[src/rtl/move_unit.sv]
// move_unit: pipelined register-move unit for the MIPS datapath.
// Handles MOVE, MFHI, MFLO, MTHI and MTLO, and owns the HI/LO pair, which the
// multiplier/divider can also load. A single registered output entry sits
// behind valid/ready handshakes on both sides.
// Build option: define MOVE_UNIT_COND_EN to add MOVZ/MOVN (ops 5/6). Without
// it those ops are flagged illegal exactly like the reserved op 7.
module move_unit #(
   parameter int WIDTH = 32,
   parameter int TAG_W = 5
) (
   input  logic               clk,
   input  logic               rst_n,
   input  logic               in_valid,
   output logic               in_ready,
   input  logic [2:0]         op,
   input  logic [WIDTH-1:0]   rs,
   input  logic [WIDTH-1:0]   rt,
   input  logic [TAG_W-1:0]   tag_in,
   input  logic               prod_load,
   input  logic [2*WIDTH-1:0] prod,
   output logic               out_valid,
   input  logic               out_ready,
   output logic [WIDTH-1:0]   result,
   output logic               wr_en,
   output logic [TAG_W-1:0]   tag_out,
   output logic               illegal,
   output logic [WIDTH-1:0]   hi,
   output logic [WIDTH-1:0]   lo
);

   typedef enum logic [2:0] {
      OP_MOVE = 3'd0,
      OP_MFHI = 3'd1,
      OP_MFLO = 3'd2,
      OP_MTHI = 3'd3,
      OP_MTLO = 3'd4,
      OP_MOVZ = 3'd5,
      OP_MOVN = 3'd6,
      OP_RSVD = 3'd7
   } op_t;

   logic             accept;
   logic [WIDTH-1:0] nxt_result;
   logic             nxt_wr_en;
   logic             nxt_illegal;
   logic             set_hi;
   logic             set_lo;

   // The slot can take a new op whenever it is empty or being drained this cycle.
   assign in_ready = !out_valid || out_ready;
   assign accept   = in_valid && in_ready;

`ifdef MOVE_UNIT_COND_EN
   logic rt_zero;
   assign rt_zero = (rt == '0);
`else
   logic unused_rt;
   assign unused_rt = ^rt;
`endif

   // Decode the presented op into the entry it would load and any HI/LO write.
   always_comb begin
      nxt_result  = '0;
      nxt_wr_en   = 1'b0;
      nxt_illegal = 1'b0;
      set_hi      = 1'b0;
      set_lo      = 1'b0;
      case (op)
         OP_MOVE: begin
            nxt_result = rs;
            nxt_wr_en  = 1'b1;
         end
         OP_MFHI: begin
            nxt_result = hi;
            nxt_wr_en  = 1'b1;
         end
         OP_MFLO: begin
            nxt_result = lo;
            nxt_wr_en  = 1'b1;
         end
         OP_MTHI: set_hi = 1'b1;
         OP_MTLO: set_lo = 1'b1;
`ifdef MOVE_UNIT_COND_EN
         OP_MOVZ: begin
            nxt_result = rs;
            nxt_wr_en  = rt_zero;
         end
         OP_MOVN: begin
            nxt_result = rs;
            nxt_wr_en  = !rt_zero;
         end
`endif
         default: nxt_illegal = 1'b1;
      endcase
   end

   // Output entry: load on accept, empty on drain, otherwise hold.
   always_ff @(posedge clk or negedge rst_n) begin
      if (!rst_n) begin
         out_valid <= 1'b0;
         result    <= '0;
         wr_en     <= 1'b0;
         tag_out   <= '0;
         illegal   <= 1'b0;
      end else if (accept) begin
         out_valid <= 1'b1;
         result    <= nxt_result;
         wr_en     <= nxt_wr_en;
         tag_out   <= tag_in;
         illegal   <= nxt_illegal;
      end else if (out_ready) begin
         out_valid <= 1'b0;
      end
   end

   // HI/LO: an accepted MTHI/MTLO beats a product load for its own half only.
   always_ff @(posedge clk or negedge rst_n) begin
      if (!rst_n) begin
         hi <= '0;
         lo <= '0;
      end else begin
         if (accept && set_hi)
            hi <= rs;
         else if (prod_load)
            hi <= prod[2*WIDTH-1:WIDTH];
         if (accept && set_lo)
            lo <= rs;
         else if (prod_load)
            lo <= prod[WIDTH-1:0];
      end
   end

endmodule

[config.mk]
export PLATFORM = sky130hd
export DESIGN_NAME = move_unit
export DESIGN_NICKNAME = d
export VERILOG_FILES = /design/src/rtl/move_unit.sv
export SDC_FILE = /design/constraint.sdc
export NUM_CORES = 1
export LEC_CHECK = 0
export BUFFER_PORTS_ARGS = -buffer_cell sky130_fd_sc_hd__buf_2
export CORE_ASPECT_RATIO = 1.1
export CORE_MARGIN = 2
export CORE_UTILIZATION = 40
export CTS_BUF_LIST = sky130_fd_sc_hd__clkbuf_16
export DETAILED_ROUTE_END_ITERATION = 6
export GPL_TIMING_DRIVEN = 0
export PLACE_DENSITY = 0.7
export SLEW_MARGIN = 20
export SYNTH_ARGS = -nofsm -noshare
export SYNTH_HDL_FRONTEND = slang
export SYNTH_SLANG_ARGS = --single-unit
[constraint.sdc]
create_clock -name clk -period 1.7 [get_ports clk]
set_clock_uncertainty 0.2 [all_clocks]
set_input_delay 0.17 -clock clk [delete_from_list [all_inputs] [get_ports clk]]
set_output_delay 0.17 -clock clk [all_outputs]
set_load 0.005 [all_outputs]
**Word-level counts from Yosys, hierarchy flattened**

Index checks and enable logic that the tools add are counted.
Widths: inputs -> output; s select.

- Register bits: 104
- Input port bits: 141
- Output and inout port bits: 105
- Logic and storage cells: 33

- Equal/unequal tests: 4
- Muxes and demuxes: 11
- Reduce and logical (&&, ||, !) cells: 11

Operators with widths:

| operator | count |
|---|---|
| $mux 32 | 4 |
| $pmux 32 s3 | 1 |
| $eq 3x2->1 const B | 2 |
| $mux 1 | 6 |
| $reduce_bool 2->1 | 3 |
| $reduce_or 5->1 | 1 |
| $eq 3x1->1 const B | 1 |
| $eq 3x3->1 const B | 1 |
| $logic_and 1x1->1 | 3 |
| $logic_not 3->1 | 1 |
| $reduce_or 3->1 | 1 |
| $logic_not 1->1 | 1 |
| $logic_or 1x1->1 | 1 |

**Longest topological paths before layout**

Gate-level depths: netlist (run 1).

- Depth after elaboration: 5
- Mapped depth: 6
- Mapped depth without buffers: 3

**Least setup slack after synthesis (run 1)**

No wires, ideal clock.

- Path kind: reg2reg
- From: register out_valid
- To: register lo[10]
- Setup time: 128 ps
- Data arrival time: 1264 ps
- Data required time: 1372 ps
- Setup slack: 108 ps
- Cell stages (with the launch flop): 6
- Path buffers: 2
- Period minus slack after synthesis: 1592 ps
- Cell sequence: dfrtp_1 nand2b_1 buf_2 nand4_2 buf_2 mux2_1

- Word-level cells in the longest chain between the ends: 5
- Elaborated cells on any way between the ends: 6
- Those cells by class: mux (1); reduce/logical (5)

RTL lines:

| item | RTL line | source |
|---|---|---|
| start, declared | 21 | `output logic out_valid,` |
| start signal, assigned | 100 | `out_valid <= 1'b0;` |
| start signal, assigned | 106 | `out_valid <= 1'b1;` |
| start signal, assigned | 112 | `out_valid <= 1'b0;` |
| $logic_not 1->1 (*) | 50 | `assign in_ready = !out_valid \|\| out_ready;` |
| $logic_or 1x1->1 (*) | 50 |  |
| via in_ready | 14 | `output logic in_ready,` |
| $logic_and 1x1->1 (*) | 51 | `assign accept = in_valid && in_ready;` |
| $logic_and 1x1->1 (*) | 126 | `if (accept && set_lo)` |
| $mux 32 / $reduce_bool 2->1 (equally long branches) | n/a |  |
| end signal, assigned | 127 | `lo <= rs;` |
| end signal, assigned | 129 | `lo <= prod[WIDTH-1:0];` |
| end, declared | 28 | `output logic [WIDTH-1:0] lo` |

The timed path passes the listed nets; every way through them passes the cells marked *.
A chain may end at the register's enable or synchronous reset.

**Final worst setup path (run 1)**

- From: register out_valid
- To: register result[27]

- Word-level cells in the longest chain between the ends: 3

RTL lines:

| item | RTL line | source |
|---|---|---|
| $logic_not 1->1 | 50 |  |
| $logic_or 1x1->1 | 50 |  |
| $logic_and 1x1->1 | 51 |  |
| end signal, assigned | 107 | `result <= nxt_result;` |
| end, declared | 23 | `output logic [WIDTH-1:0] result,` |

No other way between the ends.

==> impl_metrics.json, run 1 <==
{
  "seqCellArea_um2": 2603,
  "ys_warn_count": 0,
  "grt_max_degree": 56,
  "clk_latency_ps": 340,
  "die_h_um": 124.4,
  "vias": 4550,
  "p_per_area_nw_per_um2": 827.9,
  "crit_type": "reg2reg",
  "final_util_pct": 61.60,
  "min_period_ps": 1631,
  "hold_path_depth": 3,
  "ios": 246,
  "tightest_slew_ps": 679.0,
  "die_area_um2": 14120,
  "hp-class": "in2reg",
  "synthArstFlopShare_pct": 100.0,
  "synth-seq-cells": 104,
  "coreArea_um2": 13050,
  "worstPathArrival_ps": 1660,
  "route.antenna.remaining_nets": 0,
  "nFillCells": 1022,
  "antenna_found_initial": 0,
  "synth_top_area_share_pct": 49.34,
  "synth_top_cell_by_area": "dfrtp_1",
  "synth_common_cells": "dfrtp_1 (104), mux2_1 (82), mux2_2 (51)",
  "nets": 853,
  "crit_slowest_cell": "dfrtp_1",
  "design_area_um2": 8038,
  "syn-num-nets": 521,
  "synthTopCellsByArea": "dfrtp_1 (49%), mux2_1 (18%), mux2_2 (11%)",
  "drc": 0,
  "numCtsBuffers": 9,
  "leakage_uw": 0.003866,
  "placed_area_um2": 6561,
  "cts_max_level": 3,
  "worst-path-buf-inv": 3,
  "slowest_delay_ps": 380,
  "grt_first_pass_wirelength_um": 25950,
  "synth_most_common_cell": "dfrtp_1",
  "critPathTopFamily": "buffers and inverters",
  "die_w_um": 113.5,
  "drive_gt1_share_pct": 44.07,
  "relSlewSlack_pct": 54.73,
  "maxCapViolCount": 0,
  "cts_tree": "done",
  "fmax_mhz": 613.0,
  "reg2reg_setup_slack_ps": 70,
  "ir_drop_mv": 0.4304,
  "crit_cells": 6,
  "synth_ff_type": "dfrtp_1",
  "multiInputGateArea_um2": 2497,
  "hpwl_um": 10840,
  "netlist_area_um2": 5275,
  "seq_area_frac_synth_pct": 49.34,
  "via_per_inst": 5.182,
  "path_clk_slew_ps": 70,
  "synth_cell_type_count": 20,
  "antenna_cells": 0,
  "rsz0062_at_grt": "true",
  "syn_to_final_growth_pct": 52.37,
  "path_cells": "nand2b_1, buf_4, nand2_1, buf_6, buf_4, a22o_1",
  "initial_core_util_pct": 40.43,
  "startpoint_type": "flip-flop",
  "ctsLongestPathBuffers": 2,
  "cp_max_fo": 10,
  "cts-root-buf": "clkbuf_16",
  "finalSetupViolCount": 0,
  "grt_overflow": 0,
  "wl_per_cell_um": 18.73,
  "synth_edf_count": 0,
  "worst-endpoint-required_ps": 1730,
  "ff2ff_path_depth": 6,
  "drt-pass1-iter-count": 4,
  "crit_top_cell": "buf_4",
  "rows": 44,
  "postSynthAreaPerCell_um2": 13.88,
  "hold_violations": 0,
  "outcome": "complete, no violations",
  "place_congestion": 0.7738,
  "grt_usage_pct": 23.56,
  "finalCritPeriodShare_pct": 95.95,
  "portBuffers": 210,
  "syn_inst": 380,
  "drtIter0Drc": 127,
  "slew_violations": 0,
  "tns_ps": 0,
  "endpoint_kind": "flip-flop",
  "cts_sinks": 104,
  "grt_pass1_vias": 4965,
  "routed_wl_um": 16450
}
per-stage QoR:
step	instances	setup slack, ps	hold slack, ps	power (uW)
after floorplan	380	108.0	-325.6	3597
after global placement	751	-909.9	181.8	4201
after detailed placement	752	-145.6	-48.34	4259
after CTS	874	-26.68	55.98	6705
after global routing	878	-12.15	102.0	6980
final	878	68.78	71.80	6655
path summary, 6_finish.rpt:
| kind | from | end |
|---|---|---|
| max | out_valid$_DFFE_PN0P_ | result[27]$_DFFE_PN0P_ |
| max reg2reg | out_valid$_DFFE_PN0P_ | result[27]$_DFFE_PN0P_ |
| min in group asynchronous | rst_n | hi[13]$_DFFE_PN0P_ |
| min reg2reg | tag_out[4]$_DFFE_PN0P_ | tag_out[4]$_DFFE_PN0P_ |
| max in group asynchronous | rst_n | result[27]$_DFFE_PN0P_ |
| min | op[0] | result[14]$_DFFE_PN0P_ |
repair_timing:
item	CTS	global route
pin swaps	0	1
endpoints found under the setup margin	70	91
gates resized for setup	13	12
hold buffers	104	0
endpoints found under the hold margin	152	0
buffers inserted	2	4
final cells by class:
cell class | instances | share of cell area (%)
Sequential cell | 104 | 32.38
Multi-Input combinational cell | 241 | 31.07
Timing Repair Buffer | 321 | 27.01
Buffer | 34 | 2.989
Clock buffer | 9 | 2.802
Tap cell | 161 | 2.506
Clock inverter | 7 | 1.199
Inverter | 1 | 0.04670
sequential cells by signal, indices dropped and copies added (netlist names):
signal     cells
result        32
tag_out        5
out_valid      1
lo            32
hi            32
illegal        1
wr_en          1
power breakdown:
| part | switching [uW] | internal (uW) |
|---|---|---|
| clock network | 938 | 1290 |
| registers | 197 | 2750 |
| logic | 619 | 859 |
worst reg2reg max path, delay by kind of cell (launching register included):
| family | cells | cell delay (ps) |
|---|---|---|
| flip-flops | 1 | 380 |
| AO/OA/AOI/OAI | 1 | 240 |
| AND/OR/NAND/NOR | 2 | 180 |
| buffers and inverters | 3 | 510 |
kinds of logic after synthesis:
| kind of cell | after synthesis | share of synthesized area, % |
|---|---|---|
| multiplexers | 166 | 34.65 |
| AND/OR/NAND/NOR | 9 | 1.542 |
| flip-flops | 104 | 49.34 |
| buffers and inverters | 35 | 3.605 |
| AO/OA/AOI/OAI | 66 | 10.86 |
cell usage in the layout, fill, tap and decap left out:
cell type      netlist  layout
and2_4               1       1
clkbuf_2             0       2
nor2b_1              1       1
o2bb2ai_1           32      32
nor4bb_2             0       1
mux2_1              82      82
inv_1                1       1
buf_4                0       9
dlygate4sd3_1        0     104
clkbuf_1             7       5
buf_16               0       1
clkinv_1             0       1
a21o_1               1       1
clkbuf_16            0       9
nor2_1               1       1
bufinv_16            0       2
clkinvlp_4           0       2
nand4b_4             1       1
buf_6                4      12
buf_2               23     222
a22o_1              32      32
dfrtp_1            104     104
nand4_4              0       1
mux2i_1             33      33
nand2b_1             2       2
o21ai_0              1       1
nand2_1              1       1
mux2_2              51      51
clkinv_4             0       2
layer usage:
layer  vias to the layer above  GRT usage, %  share of wire [%]
met4                         0         8.250                2.0
met5                         -             0                  0
met2                       156         40.68                 51
li1                       2097             -                  -
met3                        27         5.109                5.2
met1                      2270         28.93                 42
Note: power is estimated with default switching activity, not from simulation.
==> run 2: changes to the inputs <==
--- a/config.mk
+++ b/config.mk
@@ -5,6 +5,7 @@
 export SDC_FILE = /design/constraint.sdc
 export NUM_CORES = 1
 export LEC_CHECK = 0
+export ABC_AREA = 1
 export BUFFER_PORTS_ARGS = -buffer_cell sky130_fd_sc_hd__buf_2
 export CORE_ASPECT_RATIO = 1.1
 export CORE_MARGIN = 2
@@ -12,7 +13,7 @@
 export CTS_BUF_LIST = sky130_fd_sc_hd__clkbuf_16
 export DETAILED_ROUTE_END_ITERATION = 6
 export GPL_TIMING_DRIVEN = 0
-export PLACE_DENSITY = 0.7
+export PLACE_DENSITY = 0.69
 export SLEW_MARGIN = 20
 export SYNTH_ARGS = -nofsm -noshare
 export SYNTH_HDL_FRONTEND = slang
==> run 2 against run 1 <==
Effect of this change:
- total power fell by 0.48%
- combinational power rose by 6%
- global-route usage rose by 6.7 points
- area after synthesis rose by 9.9%
- setup slack improved by 7.6 ps
- synthesized cell count rose by 120%
- clock power fell by 6%
- first-iteration DRC count rose to 5.2 times the previous value
- fmax rose by 0.47%
- count of clock-buffer cells in the layout did not move
- via count rose by 58%
==> impl_metrics.json, run 2 <==
{
  "ys_warn_count": 0,
  "tightest_slew_ps": 728.2,
  "drtIter0Drc": 662,
  "cp_max_fo": 10,
  "leakage_uw": 0.004883,
  "syn_to_final_growth_pct": 47.81,
  "initial_core_util_pct": 40.61,
  "ios": 246,
  "drt-pass1-iter-count": 5,
  "outcome": "complete, no violations",
  "coreArea_um2": 14270,
  "postSynthAreaPerCell_um2": 6.828,
  "cts_tree": "done",
  "crit_cells": 6,
  "r2r-end": "hi[22]$_DFFE_PN0P_",
  "maxCapViolCount": 0,
  "hold_violations": 0,
  "nets": 1321,
  "largest_registers": "hi x32, lo x32, result x32",
  "crit_type": "reg2reg",
  "endpoint_kind": "flip-flop",
  "netlist_area_um2": 5797,
  "seq_area_frac_synth_pct": 44.90,
  "cts_max_level": 3,
  "worstPathArrival_ps": 1660,
  "synth_ff_type": "dfrtp_1",
  "vias": 7177,
  "grt_overflow": 0,
  "die_w_um": 118.8,
  "synth_top_cell_by_area": "dfrtp_1",
  "drc": 0,
  "place_congestion": 0.8857,
  "via_per_inst": 5.212,
  "synth_edf_count": 0,
  "cts_sinks": 104,
  "synth_most_common_cell": "nand2_1",
  "final_common_cell": "nand2_1",
  "grt_first_pass_wirelength_um": 36320,
  "grt_max_degree": 59,
  "worst-endpoint-required_ps": 1730,
  "cts-root-buf": "clkbuf_16",
  "slowest_delay_ps": 440,
  "antenna_found_initial": 0,
  "synth_top_area_share_pct": 44.90,
  "critPathTopFamily": "flip-flops",
  "numCtsBuffers": 9,
  "ctsLongestPathBuffers": 2,
  "crit_slowest_cell": "dfrtp_1",
  "rsz0062_at_grt": "true",
  "synth-seq-cells": 104,
  "timing.hold.ws_ps": 39.05,
  "layout_common_cells": "nand2_1 (403), buf_2 (233), nand3_1 (193)",
  "fmax_mhz": 615.9,
  "startpoint_type": "flip-flop",
  "reg2reg_setup_slack_ps": 80,
  "drive_gt1_share_pct": 23.97,
  "synthTopCellsByArea": "dfrtp_1 (45%), nand2_1 (26%), nand3_1 (17%)",
  "tns_ps": 0,
  "rows": 46,
  "die_area_um2": 15470,
  "r2r_start": "out_valid$_DFFE_PN0P_",
  "hpwl_um": 15990,
  "p_per_area_nw_per_um2": 772.9,
  "clk_latency_ps": 350,
  "hp-class": "in2reg",
  "path_cells": "a21oi_4, buf_12, nand2_2, buf_2, nand3_1, nand2_1",
  "synthArstFlopShare_pct": 100.0,
  "synth_common_cells": "nand2_1 (406), nand3_1 (193), dfrtp_1 (104)",
  "path_clk_slew_ps": 70,
  "routed_wl_um": 23720,
  "grt_usage_pct": 30.28,
  "relSlewSlack_pct": 51.45,
  "ff2ff_path_depth": 6,
  "finalSetupViolCount": 0,
  "ir_drop_mv": 0.5190,
  "die_h_um": 130.3,
  "min_period_ps": 1624,
  "wl_per_cell_um": 17.22,
  "syn_inst": 849,
  "finalCritPeriodShare_pct": 95.51,
  "antenna_cells": 0,
  "grt_pass1_vias": 6987,
  "portBuffers": 211,
  "syn-num-nets": 990,
  "route.antenna.remaining_nets": 0,
  "hp-start": "in_valid",
  "slew_violations": 0,
  "endpoint": "hi[22]$_DFFE_PN0P_",
  "worst-path-buf-inv": 2,
  "synth_cell_type_count": 16,
  "critPathLaunch": "out_valid$_DFFE_PN0P_",
  "nFillCells": 1407
}
==> run 2: cell count changes in the layout (fill, tap and decap cells not counted), sizes merged, moves of 20 or more <==
cell	before	now
a22o	32	0
clkbuf	16	36
inv	1	40
mux2	133	0
mux2i	33	0
nand2	1	407
nand3	0	193
nand4	1	32
o2bb2ai	32	0
==> run 2: cell type report <==
type                    count  area (um2)  area share [%]
clock buffers               9       225.2           2.629
flip-flops and latches    104        2603           30.37
repair buffers            320        2176           25.39
well taps                 192       240.2           2.804
multi-input cells         640        2775           32.39
plain buffers              66       339.1           3.957
clock inverters             7       63.81          0.7447
inverters                  39       146.4           1.709
==> run 2: worst reg2reg max path: stages (launching register included) <==
cell     delay, ps
dfrtp_1        440
a21oi_4        160
buf_12         140
nand2_2        150
buf_2          260
nand3_1        100
nand2_1         70
==> run 2: logic make-up (layout without fill, tap and decap cells) <==
family	after synthesis	count (layout)	share of synthesized area [%]
flip-flops	104	104	44.90
buffers and inverters	105	441	7.533
AO/OA/AOI/OAI	4	4	0.5829
AND/OR/NAND/NOR	636	636	46.99
==> run 2: worst min path at each step <==
stage                                  end  slack, ps  cells after the start
floorplan                hi[0]$_DFFE_PN0P_       -330                      0
global placement    tag_out[2]$_DFFE_PN0P_        170                      3
detailed placement   result[9]$_DFFE_PN0P_        -60                      1
CTS                    illegal$_DFFE_PN0P_         30                      3
global route           illegal$_DFFE_PN0P_         50                      3
finish                 illegal$_DFFE_PN0P_         40                      3
==> run 2: stage by stage <==
stage	instance area (um2)	setup WS, ps	utilization, %	instances	total power (uW)
after floorplan	5797	228.1	-	849	3595
after global placement	7093	-1023	49.69	1252	4307
after detailed placement	7127	-289.6	49.93	1253	4337
after CTS	8522	19.16	59.70	1376	6606
after global routing	8568	-1.089	60.03	1377	6918
final	8568	76.36	60.03	1377	6623
==> run 2: timing repair <==
action / 4_1_cts / 5_1_grt
setup buffers: 2 / 1
hold buffers: 105 / 0
pin swaps: 1 / 1
gates cloned: 0 / 0
endpoints found under the hold margin: 169 / 0
resized for setup: 11 / 28
setup endpoints to repair: 94 / 60
==> run 2: where the power goes <==
| part | total [uW] | switching, uW | leakage, uW | internal [uW] |
|---|---|---|---|---|
| Sequential | 2960 | 214 | 0.00130 | 2750 |
| Clock | 2090 | 959 | 0.000144 | 1130 |
| Combinational | 1570 | 864 | 0.00344 | 707 |
==> run 2: per-layer routing <==
layer / GRT usage [%] / vias to the layer above / share of wire, % / routed length, um
met3: 4.458 / 62 / 8.2 / 1938
met4: 13.17 / 0 / 3.3 / 772
li1: - / 3391 / - / -
met5: 0 / - / 0 / 0
met1: 37.56 / 3321 / 40 / 9594
met2: 52.87 / 403 / 48 / 11410
==> run 3: changes to the inputs <==
--- a/config.mk
+++ b/config.mk
@@ -6,6 +6,7 @@
 export NUM_CORES = 1
 export LEC_CHECK = 0
 export ABC_AREA = 1
+export ABC_CLOCK_PERIOD_IN_PS = 1700
 export BUFFER_PORTS_ARGS = -buffer_cell sky130_fd_sc_hd__buf_2
 export CORE_ASPECT_RATIO = 1.1
 export CORE_MARGIN = 2
@@ -13,6 +14,7 @@
 export CTS_BUF_LIST = sky130_fd_sc_hd__clkbuf_16
 export DETAILED_ROUTE_END_ITERATION = 6
 export GPL_TIMING_DRIVEN = 0
+export HOLD_SLACK_MARGIN = 0.06
 export PLACE_DENSITY = 0.69
 export SLEW_MARGIN = 20
 export SYNTH_ARGS = -nofsm -noshare
==> run 3 against run 2 <==
Effect of this change:
- critical path depth unchanged
- global-route usage hardly changed
- sequential share of layout area is essentially flat
- worst hold slack better by 60 ps
- critical endpoint unchanged
==> impl_metrics.json, run 3 (same netlist as run 2, synthesis figures left out) <==
{
  "pre_cts_ws_ps": -289.6,
  "timing.hold.ws_ps": 99.42,
  "leakage_uw": 0.004887,
  "top_layer_used": "met4",
  "cts_sinks": 104,
  "coreArea_um2": 14270,
  "final_common_cell": "nand2_1",
  "slowest_delay_ps": 440,
  "nets": 1322,
  "min_delay_worst_endpoint": "result[12]$_DFFE_PN0P_",
  "cts_max_level": 3,
  "comb_power_share_pct": 23.7,
  "ff2ff_path_depth": 6,
  "hp-class": "in2reg",
  "power.switching_uw": 2056,
  "antenna_cells": 0,
  "route.antenna.remaining_nets": 0,
  "met2_length_um": 11550,
  "setup_ws_ps": 73.24,
  "crit_slowest_cell": "dfrtp_1",
  "routed_wl_um": 23820,
  "relSlewSlack_pct": 51.76,
  "rows": 46,
  "die_area_um2": 15470,
  "drc": 0,
  "maxCapViolCount": 0,
  "fin_cells": 1378,
  "tightest_slew_ps": 723.6,
  "p_per_area_nw_per_um2": 774.4,
  "grt_overflow": 0,
  "grt_pass1_vias": 6991,
  "grt_usage_pct": 30.32,
  "nFillCells": 1406,
  "switching_share_pct": 30.95,
  "path_cells": "a21oi_4, buf_12, nand2_2, buf_2, nand3_1, nand2_1",
  "syn_to_final_growth_pct": 47.98,
  "r2r_start": "out_valid$_DFFE_PN0P_",
  "cts_tree": "done",
  "ios": 246,
  "vias": 7199,
  "seqPwrFrac_pct": 44.6,
  "min_period_ps": 1627,
  "startpoint_type": "flip-flop",
  "p_int_uw": 4587,
  "layout_common_cells": "nand2_1 (403), buf_2 (233), nand3_1 (193)",
  "die_h_um": 130.3,
  "rsz0062_at_grt": "true",
  "wl_met1_um": 9626,
  "finalSetupViolCount": 0,
  "grt_first_pass_wirelength_um": 36360,
  "drive_gt1_share_pct": 23.95,
  "fmax_mhz": 614.7,
  "hpwl_um": 15990,
  "hold_path_depth": 5,
  "hold_violations": 0,
  "portBuffers": 211,
  "path_clk_slew_ps": 70,
  "largest_registers": "hi x32, lo x32, result x32",
  "worst-path-buf-inv": 2,
  "numCtsBuffers": 9,
  "ctsLongestPathBuffers": 2,
  "grt_max_degree": 59,
  "reg2reg_setup_slack_ps": 70,
  "endpoint_kind": "flip-flop",
  "wl_per_cell_um": 17.29,
  "critPathTopFamily": "flip-flops",
  "worst-endpoint-required_ps": 1740,
  "via_per_inst": 5.224,
  "placed_cells": 1253,
  "clk_latency_ps": 350,
  "ir_drop_mv": 0.5189,
  "slew_violations": 0,
  "final_util_pct": 60.10,
  "crit_type": "reg2reg",
  "wl_met3_um": 1907,
  "die_w_um": 118.8,
  "r2r-end": "hi[22]$_DFFE_PN0P_",
  "outcome": "complete, no violations",
  "initial_core_util_pct": 40.61,
  "cp_max_fo": 10,
  "antenna_found_initial": 0,
  "drtIter0Drc": 672,
  "finalCritPeriodShare_pct": 95.69,
  "p_clk_share_pct": 31.7,
  "place_congestion": 0.8857,
  "hp-start": "op[1]",
  "cts-root-buf": "clkbuf_16",
  "worstPathArrival_ps": 1660,
  "drt-pass1-iter-count": 5
}
run 3: what timing repair did:
action,CTS,global route
pin swaps,1,1
hold buffers,106,0
resized for setup,11,28
setup endpoints to repair,94,60
gates cloned,0,0
buffers inserted,2,1
hold endpoints to repair,207,0
run 3: area by class of cell:
type / instances / area [um2] / area share (%)
flip-flops and latches: 104 / 2603 / 30.34
well taps: 192 / 240.2 / 2.800
clock inverters: 7 / 63.81 / 0.7439
multi-input cells: 640 / 2775 / 32.35
inverters: 39 / 146.4 / 1.707
plain buffers: 66 / 339.1 / 3.953
clock buffers: 9 / 225.2 / 2.625
repair buffers: 321 / 2186 / 25.48
run 3: through the flow:
step | setup TNS (ps) | total power (uW) | instance area [um2]
2_1_floorplan | 0 | 3595 | 5797
3_3_place_gp | -115670 | 4307 | 7093
3_5_place_dp | -10830 | 4337 | 7127
4_1_cts | 0 | 6607 | 8532
5_1_grt | -1.089 | 6920 | 8578
6_report | 0 | 6643 | 8578
run 3: how the worst max path moves through the flow:
stage,cells after the start,start,endpoint
4_1_cts,6,out_valid$_DFFE_PN0P_,result[31]$_DFFE_PN0P_
3_5_place_dp,7,out_valid$_DFFE_PN0P_,hi[27]$_DFFE_PN0P_
6_report,6,out_valid$_DFFE_PN0P_,hi[22]$_DFFE_PN0P_
3_3_place_gp,1,rst_n,hi[27]$_DFFE_PN0P_
2_1_floorplan,7,out_valid$_DFFE_PN0P_,hi[10]$_DFFE_PN0P_
5_1_grt,6,out_valid$_DFFE_PN0P_,hi[3]$_DFFE_PN0P_
run 3: per-layer routing:
metal,track usage [%],vias to the layer above
li1,-,3397
met1,37.58,3330
met2,52.97,410
met3,4.458,62
met4,13.17,0
met5,0,-
run 3: power by group through the flow:
stage / combinational, uW / clock, uW / sequential (uW)
5_1_grt: 1740 / 2190 / 2990
3_3_place_gp: 1310 / 0 / 3000
2_1_floorplan: 602 / 0 / 2990
3_5_place_dp: 1340 / 0 / 3000
4_1_cts: 1550 / 2110 / 2950
6_report: 1570 / 2110 / 2960
run 3: worst register-to-register path, cell delays in order, from the launching register on:
cell and delay, ps:
dfrtp_1 440, a21oi_4 160, buf_12 140, nand2_2 150, buf_2 260, nand3_1 100, nand2_1 70
